### src/rtl/cross_filter5.sv
// Rank-order filter over a 5-pixel cross neighbourhood: median, min, max or bypass.
// Four registered stages; frame-border pixels pass the centre value through.
module cross_filter5 #(
    parameter int ROW = 480,
    parameter int COL = 640,
    parameter int DW  = 8,
    parameter int LAT = 4
) (
    input  logic          vga_clk,
    input  logic          rst,
    input  logic [DW-1:0] px1,
    input  logic [DW-1:0] px2,
    input  logic [DW-1:0] px3,
    input  logic [DW-1:0] px4,
    input  logic [DW-1:0] px5,
    input  logic          px_vld,
    input  logic [1:0]    mode,
    output logic [DW-1:0] dout,
    output logic          dout_vld,
    output logic          dout_sof,
    output logic          dout_eof
);

    localparam int RW = (ROW > 1) ? $clog2(ROW) : 1;
    localparam int CW = (COL > 1) ? $clog2(COL) : 1;
    localparam logic [RW-1:0] ROW_LAST = RW'(ROW - 1);
    localparam logic [CW-1:0] COL_LAST = CW'(COL - 1);

    typedef struct packed {
        logic       border;
        logic       sof;
        logic       eof;
        logic [1:0] mode;
    } tag_t;

    logic [RW-1:0]  row_cnt;
    logic [CW-1:0]  col_cnt;
    logic [1:0]     mode_q;
    logic [LAT-1:0] vld_sr;
    logic           frame_start;
    tag_t           tag_in;

    logic [DW-1:0] s1_p1, s1_p2, s1_p3, s1_p4, s1_p5;
    tag_t          s1_tag;
    logic [DW-1:0] s2_lo_a, s2_hi_a, s2_lo_b, s2_hi_b, s2_c;
    tag_t          s2_tag;
    logic [DW-1:0] s3_mn, s3_mx, s3_md, s3_c;
    tag_t          s3_tag;
    logic [DW-1:0] sel;

    function automatic logic [DW-1:0] min2(input logic [DW-1:0] a, input logic [DW-1:0] b);
        return (a < b) ? a : b;
    endfunction

    function automatic logic [DW-1:0] max2(input logic [DW-1:0] a, input logic [DW-1:0] b);
        return (a < b) ? b : a;
    endfunction

    function automatic logic [DW-1:0] med3(input logic [DW-1:0] a, input logic [DW-1:0] b,
                                           input logic [DW-1:0] c);
        return max2(min2(a, b), min2(max2(a, b), c));
    endfunction

    assign frame_start = (row_cnt == '0) && (col_cnt == '0);

    always_comb begin
        tag_in        = '0;
        tag_in.border = (row_cnt == '0) || (row_cnt == ROW_LAST) ||
                        (col_cnt == '0) || (col_cnt == COL_LAST);
        tag_in.sof    = frame_start;
        tag_in.eof    = (row_cnt == ROW_LAST) && (col_cnt == COL_LAST);
        tag_in.mode   = frame_start ? mode : mode_q;
    end

    always_ff @(posedge vga_clk) begin
        if (rst) begin
            row_cnt <= '0;
            col_cnt <= '0;
            mode_q  <= 2'd0;
            vld_sr  <= '0;
        end else begin
            vld_sr <= {vld_sr[LAT-2:0], px_vld};
            if (px_vld) begin
                if (frame_start)
                    mode_q <= mode;
                if (col_cnt == COL_LAST) begin
                    col_cnt <= '0;
                    row_cnt <= (row_cnt == ROW_LAST) ? '0 : row_cnt + 1'b1;
                end else begin
                    col_cnt <= col_cnt + 1'b1;
                end
            end
        end
    end

    // Data stages carry no reset; they only load when their valid bit is set.
    always_ff @(posedge vga_clk) begin
        if (px_vld) begin
            s1_p1  <= px1;
            s1_p2  <= px2;
            s1_p3  <= px3;
            s1_p4  <= px4;
            s1_p5  <= px5;
            s1_tag <= tag_in;
        end
        if (vld_sr[0]) begin
            s2_lo_a <= min2(s1_p1, s1_p2);
            s2_hi_a <= max2(s1_p1, s1_p2);
            s2_lo_b <= min2(s1_p4, s1_p5);
            s2_hi_b <= max2(s1_p4, s1_p5);
            s2_c    <= s1_p3;
            s2_tag  <= s1_tag;
        end
        // min of the two lows and max of the two highs cannot be the median
        if (vld_sr[1]) begin
            s3_mn  <= min2(min2(s2_lo_a, s2_lo_b), s2_c);
            s3_mx  <= max2(max2(s2_hi_a, s2_hi_b), s2_c);
            s3_md  <= med3(max2(s2_lo_a, s2_lo_b), min2(s2_hi_a, s2_hi_b), s2_c);
            s3_c   <= s2_c;
            s3_tag <= s2_tag;
        end
    end

    always_comb begin
        sel = s3_c;
        if (!s3_tag.border) begin
            case (s3_tag.mode)
                2'd0:    sel = s3_md;
                2'd1:    sel = s3_mn;
                2'd2:    sel = s3_mx;
                default: sel = s3_c;
            endcase
        end
    end

    always_ff @(posedge vga_clk) begin
        if (rst) begin
            dout     <= '0;
            dout_sof <= 1'b0;
            dout_eof <= 1'b0;
        end else begin
            dout_sof <= vld_sr[2] & s3_tag.sof;
            dout_eof <= vld_sr[2] & s3_tag.eof;
            if (vld_sr[2])
                dout <= sel;
        end
    end

    assign dout_vld = vld_sr[LAT-1];

endmodule

### config.mk
export PLATFORM = sky130hd
export DESIGN_NAME = cross_filter5
export DESIGN_NICKNAME = d
export VERILOG_FILES = /design/src/rtl/cross_filter5.sv
export SDC_FILE = /design/constraint.sdc
export NUM_CORES = 1
export LEC_CHECK = 0
export BUFFER_PORTS_ARGS = -buffer_cell sky130_fd_sc_hd__buf_2
export CAP_MARGIN = 40
export CELL_PAD_IN_SITES_DETAIL_PLACEMENT = 0
export CELL_PAD_IN_SITES_GLOBAL_PLACEMENT = 1
export CORE_ASPECT_RATIO = 1.5
export CORE_MARGIN = 3
export CORE_UTILIZATION = 34
export DETAILED_ROUTE_END_ITERATION = 16
export PLACE_DENSITY_LB_ADDON = 0.12
export RECOVER_POWER = 100
export SYNTH_ARGS = -nofsm -noshare
export SYNTH_HDL_FRONTEND = slang
export SYNTH_SLANG_ARGS = --single-unit
export TNS_END_PERCENT = 50
### constraint.sdc
create_clock -name vga_clk -period 8.7 [get_ports vga_clk]
set_clock_uncertainty 0.1 [all_clocks]
set_input_delay 0.435 -clock vga_clk [delete_from_list [all_inputs] [get_ports vga_clk]]
set_output_delay 0.435 -clock vga_clk [all_outputs]
set_load 0.02 [all_outputs]
* After elaboration in Yosys (flattened, before gate mapping)
Cells that the tools add are included.
** Word-level totals
- Register bits :: 162
- Output and inout port bits :: 11
- Input port bits :: 45
** Operators by class
- Reduce and logical (&&, ||, !) cells :: 9
- Magnitude comparators :: 9
- Bitwise logic cells :: 2
- Add/subtract/negate cells :: 2
- Equality and inequality tests :: 4
- Mux-type cells :: 19
** Operator list (count)
- 2-to-1 mux 8 bit :: 15
- < comparator 8 bit :: 9
- case mux 8 bit (3 select lines) :: 1
- adder 10 x 1 -> 10 bit, second input constant :: 1
- equality test 10 bit, second input constant :: 1
- logical NOT 10 bit :: 1
- 2-to-1 mux 10 bit :: 1
- adder 9 x 1 -> 9 bit, second input constant :: 1
- equality test 9 bit, second input constant :: 1
- logical NOT 9 bit :: 1
- 2-to-1 mux 9 bit :: 1
- logical OR 1 bit :: 3
- bitwise AND 1 bit :: 2
- equality test 2 x 1 -> 1 bit, second input constant :: 1
- equality test 2 bit, second input constant :: 1
- logical AND 1 bit :: 2
- logical NOT 2 bit :: 1
- 2-to-1 mux 2 bit :: 1
- AND reduction 2 bit :: 1

* Logic depth before layout (Yosys ltp)
Gate-level depths: netlist of run 1.
- Depth in word-level cells :: 8
- Depth in mapped cells :: 31
- Mapped depth without buffers :: 29

* Worst setup path after synthesis of run 1
Ideal clock, no wire load.
- Path kind :: register -> register
- Start :: reg s2_hi_a[7]
- End :: reg s3_md[3] (data pin)
- Path buffers :: 3
- Period minus slack after synthesis :: 6.766 ns
- Cell stages (with the launch flop) :: 29
- Data required time :: 8.337 ns
- Arrival time :: 6.403 ns
- Path slack :: 1.934 ns
- Path through :: edfxtp_1 ha_1 nand4_1 o31ai_2 buf_2 mux2i_1 ha_1 a21o_1 a21oi_1 o221ai_1 a21oi_4 buf_6 mux2i_1 ha_1 a21oi_1 o21ai_0 nor4_1 a31oi_4 mux2i_1 ha_1 a21o_1 a21o_1 a211oi_1 o21ai_0 a21oi_1 a31oi_4 buf_6 nand2_1 o21ai_0
** Between the ends
- Longest elaborated chain between the ends :: 8
- Elaborated cells on any way between the ends :: 9
** Ends and longest elaborated chain
- start, declared :: RTL line 45 : logic [DW-1:0] s2_lo_a, s2_hi_a, s2_lo_b, s2_hi_b, s2_c;
- start signal, assigned :: RTL line 108 : s2_hi_a <= max2(s1_p1, s1_p2);
- < comparator 8 bit :: RTL line 52 : return (a < b) ? a : b;
- 2-to-1 mux 8 bit * :: RTL line 52
- < comparator 8 bit :: RTL line 52, 56
- 2-to-1 mux 8 bit :: RTL line 56 : return (a < b) ? b : a;
- < comparator 8 bit :: RTL line 52
- 2-to-1 mux 8 bit :: RTL line 52
- < comparator 8 bit :: RTL line 56
- 2-to-1 mux 8 bit * :: RTL line 56
- end signal, assigned :: RTL line 118 : s3_md <= med3(max2(s2_lo_a, s2_lo_b), min2(s2_hi_a, s2_hi_b), s2_c);
- end, declared :: RTL line 47 : logic [DW-1:0] s3_mn, s3_mx, s3_md, s3_c;
Mark *: on every way between the ends. The rest lies on a longest branch, timed or not.
A chain may end at the register's enable or synchronous reset.

* Worst setup path in the final report of run 1
- Start :: reg s2_hi_b[1]
- End :: reg s3_md[0] (data pin)
** Between the ends
- Longest elaborated chain between the ends :: 8
- Elaborated cells on any way between the ends :: 9
** Ends and longest elaborated chain
- start, declared :: RTL line 45
- start signal, assigned :: RTL line 110 : s2_hi_b <= max2(s1_p4, s1_p5);
- < comparator 8 bit :: RTL line 52
- 2-to-1 mux 8 bit * :: RTL line 52
- < comparator 8 bit :: RTL line 52, 56
- 2-to-1 mux 8 bit :: RTL line 56
- < comparator 8 bit :: RTL line 52
- 2-to-1 mux 8 bit :: RTL line 52
- < comparator 8 bit :: RTL line 56
- 2-to-1 mux 8 bit * :: RTL line 56
Marked as above.

==> flow_summary.toml, run 1 <==
[outcome]
status = "finished, violations left"
violations = "max-capacitance violations, max-slew violations"

[clock_network]
clkTransAtPathRegs_ns = 0.07
ctsResizeCount = 0
htree_levels = 4
cts_buffers = 17
cts_tree = "yes"
insertion_delay_ns = 0.43
clockBufferDepth = 2
clock_tree.root_cell = "clkbuf_16"
ctsHoldBuffers = 0
cts_setup_buffers = 0
clock-sinks = 162

[layout]
reg_top3 = "col_cnt x10, row_cnt x9"
fin_nets = 859
num_antenna_cells = 0
max_flop_register = "col_cnt"
area_growth_syn_to_layout_pct = 14.3
largest_reg_flops = 10
drive_gt1_frac = 0.183

[worst_hold_path]
hold_path_depth = 1
hold_class = "primary input to flip-flop"

[sta]
worstMarginPinSlew_ns = 2.86
slew_headroom = -0.907
fin_crit_sh = 0.919
rsz0062_at_grt = "false"
finalSetupViolCount = 0
drv_slew = 128
final-hold-violation-count = 0
setup_tns_ns = 0
layout_min_cycle_time_ns = 7.99
fmax_mhz = 125

[detailed_routing]
route.vias.total = 5367
drt_pass1_iterations = 4
drt_iter0_drc = 224
antenna_left = 0
wire_per_inst_um = 17.9
vias_per_cell = 4.95
drc = 0
wl_um = 19400

[synthesis]
syn_nets = 793
async_flop_share = 0
synth_area_leaders = "edfxtp_1 45%, ha_1 9.9%, dfxtp_1 8.2%"
synth_edf_count = 127
ys_types = 58
ys.flop_type = "edfxtp_1"
postSynthCellCount = 681
synth_warnings = 0
syn_area_per_cell_um2 = 12.5
synth_top_area_frac = 0.449
yosysSeqAreaShare = 0.531
ys_seq_elements = 162
yosysTopAreaCell = "edfxtp_1"
syn_area_mm2 = 0.00850

[floorplanning]
rows = 70
die_w_um = 135
coreArea_mm2 = 0.0245
ios = 56
die_height_um = 200
dieArea_mm2 = 0.0270
initial_utilization = 0.346

[pwr]
ir_worst_vdd_v = 0.000209
intPower_mw = 1.72
pwr-share-comb = 0.300
fin_total_pwr_mw = 2.52
p_leak_nw = 3.87
swShare = 0.316
pwr_density_cell_mw_per_mm2 = 259
p_switching_uw = 797
clkPwrFrac = 0.315
pwr-share-seq = 0.384

[job]
maxCapViolations = 3

[placement]
hpwl_um = 15400
routabilityCongestion = 0.826
numPortBuffers = 55

[critical_path]
slowest_stage = "a2111oi_0"
crit_required_ns = 8.74
critPathMaxStageDelay_ns = 0.95
ff2ff_path_depth = 28
cp-end-kind = "flip-flop"
arrival_ns = 8.04
crit_top_cell = "ha_1"
path_class = "flip-flop to flip-flop"
cp_max_fo = 22
critPathLaunchType = "flip-flop"

[global_route]
grt_pass1_vias = 5542
grt_usage = 0.151
globalRouteOverflowTotal = 0
grt_pass1_wl_um = 30600
grt_antenna_before_repair = 0
grt_max_degree = 55
==> power groups by stage <==
stage	combinational, mW	clock [mW]	sequential [mW]
floorplan	0.604	0	0.967
global placement	0.765	0	0.988
detailed placement	0.784	0	0.986
CTS	0.788	0.820	0.969
global route	0.855	0.853	0.974
finish	0.756	0.794	0.968
==> through the flow <==
step / instance area [um^2] / hold WS (ns) / instances / worst slack (ns) / utilization
floorplan: 8500 / 0.300 / 681 / 1.93 / -
global placement: 9150 / 0.302 / 1050 / 0.871 / 0.373
detailed placement: 9180 / 0.305 / 1052 / 0.825 / 0.374
CTS: 9810 / 0.0530 / 1084 / 0.765 / 0.400
global route: 9710 / 0.0526 / 1084 / 0.115 / 0.396
finish: 9710 / 0.0787 / 1084 / 0.706 / 0.396
==> per-layer routing <==
layer  GRT usage  vias to the layer above  part of all wire  wire length [um]
li1            -                     2683                 -                 -
met1       0.165                     2555              0.39              7460
met2       0.282                      101              0.56             10800
met3      0.0287                       28             0.032               617
met4      0.0639                        0             0.027               527
met5           0                        -                 0                 0
==> worst max-delay path: cells and delay by family (launching register included) <==
family	cells	cell delay (ns)
compound gates	17	4.37
flops	1	0.43
mux	3	1.01
fa+ha+maj	4	1.05
buf+inv	3	0.62
simple gates	1	0.14
==> path summary, 6_finish.rpt <==
kind              slack (ns)                   to                 start
setup / recovery        0.71   s3_md[0]$_DFFE_PP_  s2_hi_b[1]$_DFFE_PP_
hold / removal          0.08   s1_p5[3]$_DFFE_PP_                px5[3]
setup reg to reg        0.71   s3_md[0]$_DFFE_PP_  s2_hi_b[1]$_DFFE_PP_
hold reg to reg         0.32  s3_tag[3]$_DFFE_PP_   s2_tag[3]$_DFFE_PP_
==> placed cells by master (no fill, tap or decap), types with 3 or more instances in the layout <==
master and instances:
edfxtp_1 127, ha_1 67, inv_1 55, mux2_2 42, a21oi_1 40, buf_2 40, nor2_1 38, dfxtp_1 35
mux2i_1 30, nand2_1 29, o21ai_0 24, clkbuf_1 20, clkbuf_16 18, a21o_1 16, mux2_1 14, nand2b_1 12
xor2_1 12, nor3_1 10, nand4_1 10, o221ai_1 10, mux2_4 9, nand3_1 8, o22a_1 8, o21a_1 7
nor2b_1 6, a211oi_1 6, o21ai_1 6, and3_1 4, inv_8 4, buf_4 3
==> cell usage after synthesis (2+ instances only) <==
cell type  number
o21bai_1        2
nor2_1         38
o22a_1          8
and4_1          2
o21ai_2         2
a21oi_1        39
mux2i_1        30
and3_1          4
nand3_1         8
nand2b_1       12
nor3_1         10
nand4_1        10
ha_1           67
o221ai_1       10
o21ai_0        21
a21oi_2         2
clkbuf_1       12
dfxtp_1        35
o21a_1          7
nand2_1        29
nor4_1          2
nor2b_1         6
xnor2_1         2
a31oi_4         3
nor4b_1         2
inv_1          55
edfxtp_1      127
mux2_4          9
a21o_1         16
mux2_2         56
o21ai_1         8
a211oi_1        6
o211ai_1        2
buf_6           2
and2_1          3
xor2_1         12
==> cell type report <==
| cell class | instances | area (um^2) |
|---|---|---|
| fill | 2431 | 14800 |
| inverter | 55 | 206 |
| clock buffer | 20 | 478 |
| multi-input combinational | 448 | 3650 |
| sequential | 162 | 4510 |
| timing repair buffer | 63 | 298 |
| tap | 324 | 405 |
| clock inverter | 12 | 159 |
==> logic make-up (layout without fill, tap and decap cells) <==
logic type      after synthesis  in the layout  synth area share
compound gates              140            140             0.119
simple gates                132            132            0.0783
fa+ha+maj                    67             67            0.0987
xor+xnor                     14             14            0.0144
mux                          95             95             0.125
buf+inv                      71            150            0.0333
flops                       162            162             0.531
No activity file was read; power rests on OpenSTA's default activity.
==> run 2: changes to the inputs <==
==> constraint.sdc (replaced) <==
create_clock -name vga_clk -period 8.7 [get_ports vga_clk]
set_clock_uncertainty 0.1 [all_clocks]
set_input_delay 1.74 -clock vga_clk [delete_from_list [all_inputs] [get_ports vga_clk]]
set_output_delay 1.74 -clock vga_clk [all_outputs]
set_load 0.02 [all_outputs]
==> run 2 against run 1 <==
- the run still ends with max-capacitance violations, max-slew violations left
- first-iteration DRC count down 0.45%
- die area unchanged
- clock power about the same
- wire length about the same
- critical path type unchanged
==> flow_summary.toml, run 2 (same netlist as run 1, synthesis figures left out) <==
[clock_network]
insertion_delay_ns = 0.43
clock_tree.root_cell = "clkbuf_16"
htree_levels = 4
cts_buffers = 17
clock-sinks = 162
cts_tree = "yes"
cts_setup_buffers = 0
clkTransAtPathRegs_ns = 0.07
ctsHoldBuffers = 0
clockBufferDepth = 2
ctsResizeCount = 0

[detailed_routing]
antenna_left = 0
drt_pass1_iterations = 4
vias_per_cell = 4.95
met3_length_um = 617
met1_length_um = 7460
route.vias.total = 5368
drt_iter0_drc = 223
drc = 0
wire_per_inst_um = 17.9
wl_um = 19400
top_layer_used = "met4"
wl_met2_um = 10800

[placement]
place_ws_ns = 0.825
routabilityCongestion = 0.826
numPortBuffers = 55
hpwl_um = 15400

[sta]
fin_crit_sh = 0.919
layout_min_cycle_time_ns = 7.99
fmax_mhz = 125
drv_slew = 128
worstMarginPinSlew_ns = 2.86
layout_setup_ws_ns = 0.706
rsz0062_at_grt = "false"
setup_tns_ns = 0
finalSetupViolCount = 0
slew_headroom = -0.907
final-hold-violation-count = 0

[pwr]
ir_worst_vdd_v = 0.000209
p_leak_nw = 3.87
pwr_density_cell_mw_per_mm2 = 259

[floorplanning]
coreArea_mm2 = 0.0245
ios = 56
die_w_um = 135
dieArea_mm2 = 0.0270
rows = 70
die_height_um = 200
initial_utilization = 0.346

[critical_path]
crit_top_cell = "ha_1"
critPathMaxStageDelay_ns = 0.95
arrival_ns = 8.04
critPathLaunchType = "flip-flop"
cp_max_fo = 22
crit_required_ns = 8.74
slowest_stage = "a2111oi_0"
path_class = "flip-flop to flip-flop"
cp-end-kind = "flip-flop"

[outcome]
violations = "max-capacitance violations, max-slew violations"
status = "finished, violations left"

[job]
maxCapViolations = 3

[layout]
layout_common_cells = "127 x edfxtp_1, 67 x ha_1, 55 x inv_1"
final_common_cell = "edfxtp_1"
fin_nets = 859
area_growth_syn_to_layout_pct = 14.3
max_flop_register = "col_cnt"
reg_top3 = "col_cnt x10, row_cnt x9"
largest_reg_flops = 10
drive_gt1_frac = 0.182
num_antenna_cells = 0
final_util = 0.396

[global_route]
grt_usage = 0.151
grt_antenna_before_repair = 0
grt_max_degree = 55
grt_pass1_wl_um = 30600
grt_pass1_vias = 5542
globalRouteOverflowTotal = 0

[worst_hold_path]
hold_class = "flip-flop to flip-flop"
-- run 2: worst paths after layout --
kind	start	slack (ns)	cells after the start	endpoint
max	s2_hi_b[1]$_DFFE_PP_	0.71	28	s3_md[0]$_DFFE_PP_
min	s2_tag[3]$_DFFE_PP_	0.32	0	s3_tag[3]$_DFFE_PP_
max reg2reg	s2_hi_b[1]$_DFFE_PP_	0.71	28	s3_md[0]$_DFFE_PP_
min reg2reg	s2_tag[3]$_DFFE_PP_	0.32	0	s3_tag[3]$_DFFE_PP_
-- run 2: metal layers --
layer  GRT usage  vias up
met5           0        -
met2       0.282      101
met3      0.0287       28
met1       0.165     2556
met4      0.0639        0
li1            -     2683
-- run 2: area by class of cell --
type / instances / area (um^2)
fillers: 2432 / 14800
flip-flops and latches: 162 / 4510
multi-input cells: 448 / 3650
clock buffers: 20 / 478
well taps: 324 / 405
repair buffers: 63 / 297
inverters: 55 / 206
clock inverters: 12 / 159
-- run 2: per-stage QoR --
step           std cells  area, um^2  hold WS (ns)  total power, mW
6_report            1084        9710         0.319             2.52
5_1_grt             1084        9710         0.325             2.68
4_1_cts             1084        9810         0.321             2.58
3_5_place_dp        1052        9180         0.305             1.77
3_3_place_gp        1050        9150         0.302             1.75
2_1_floorplan        681        8500         0.300             1.57
-- run 2: where the power goes --
group          switching [mW]  internal (mW)
Sequential             0.0409          0.927
Clock                   0.326          0.468
Combinational           0.429          0.327
-- run 2: worst max-delay path, delay by kind of cell, from the launching register on --
family / cells / cell delay [ns]
adder cells (fa/ha/maj): 4 / 1.05
AO/OA/AOI/OAI: 17 / 4.37
flip-flops: 1 / 0.43
multiplexers: 3 / 1.01
AND/OR/NAND/NOR: 1 / 0.14
buffers and inverters: 3 / 0.62
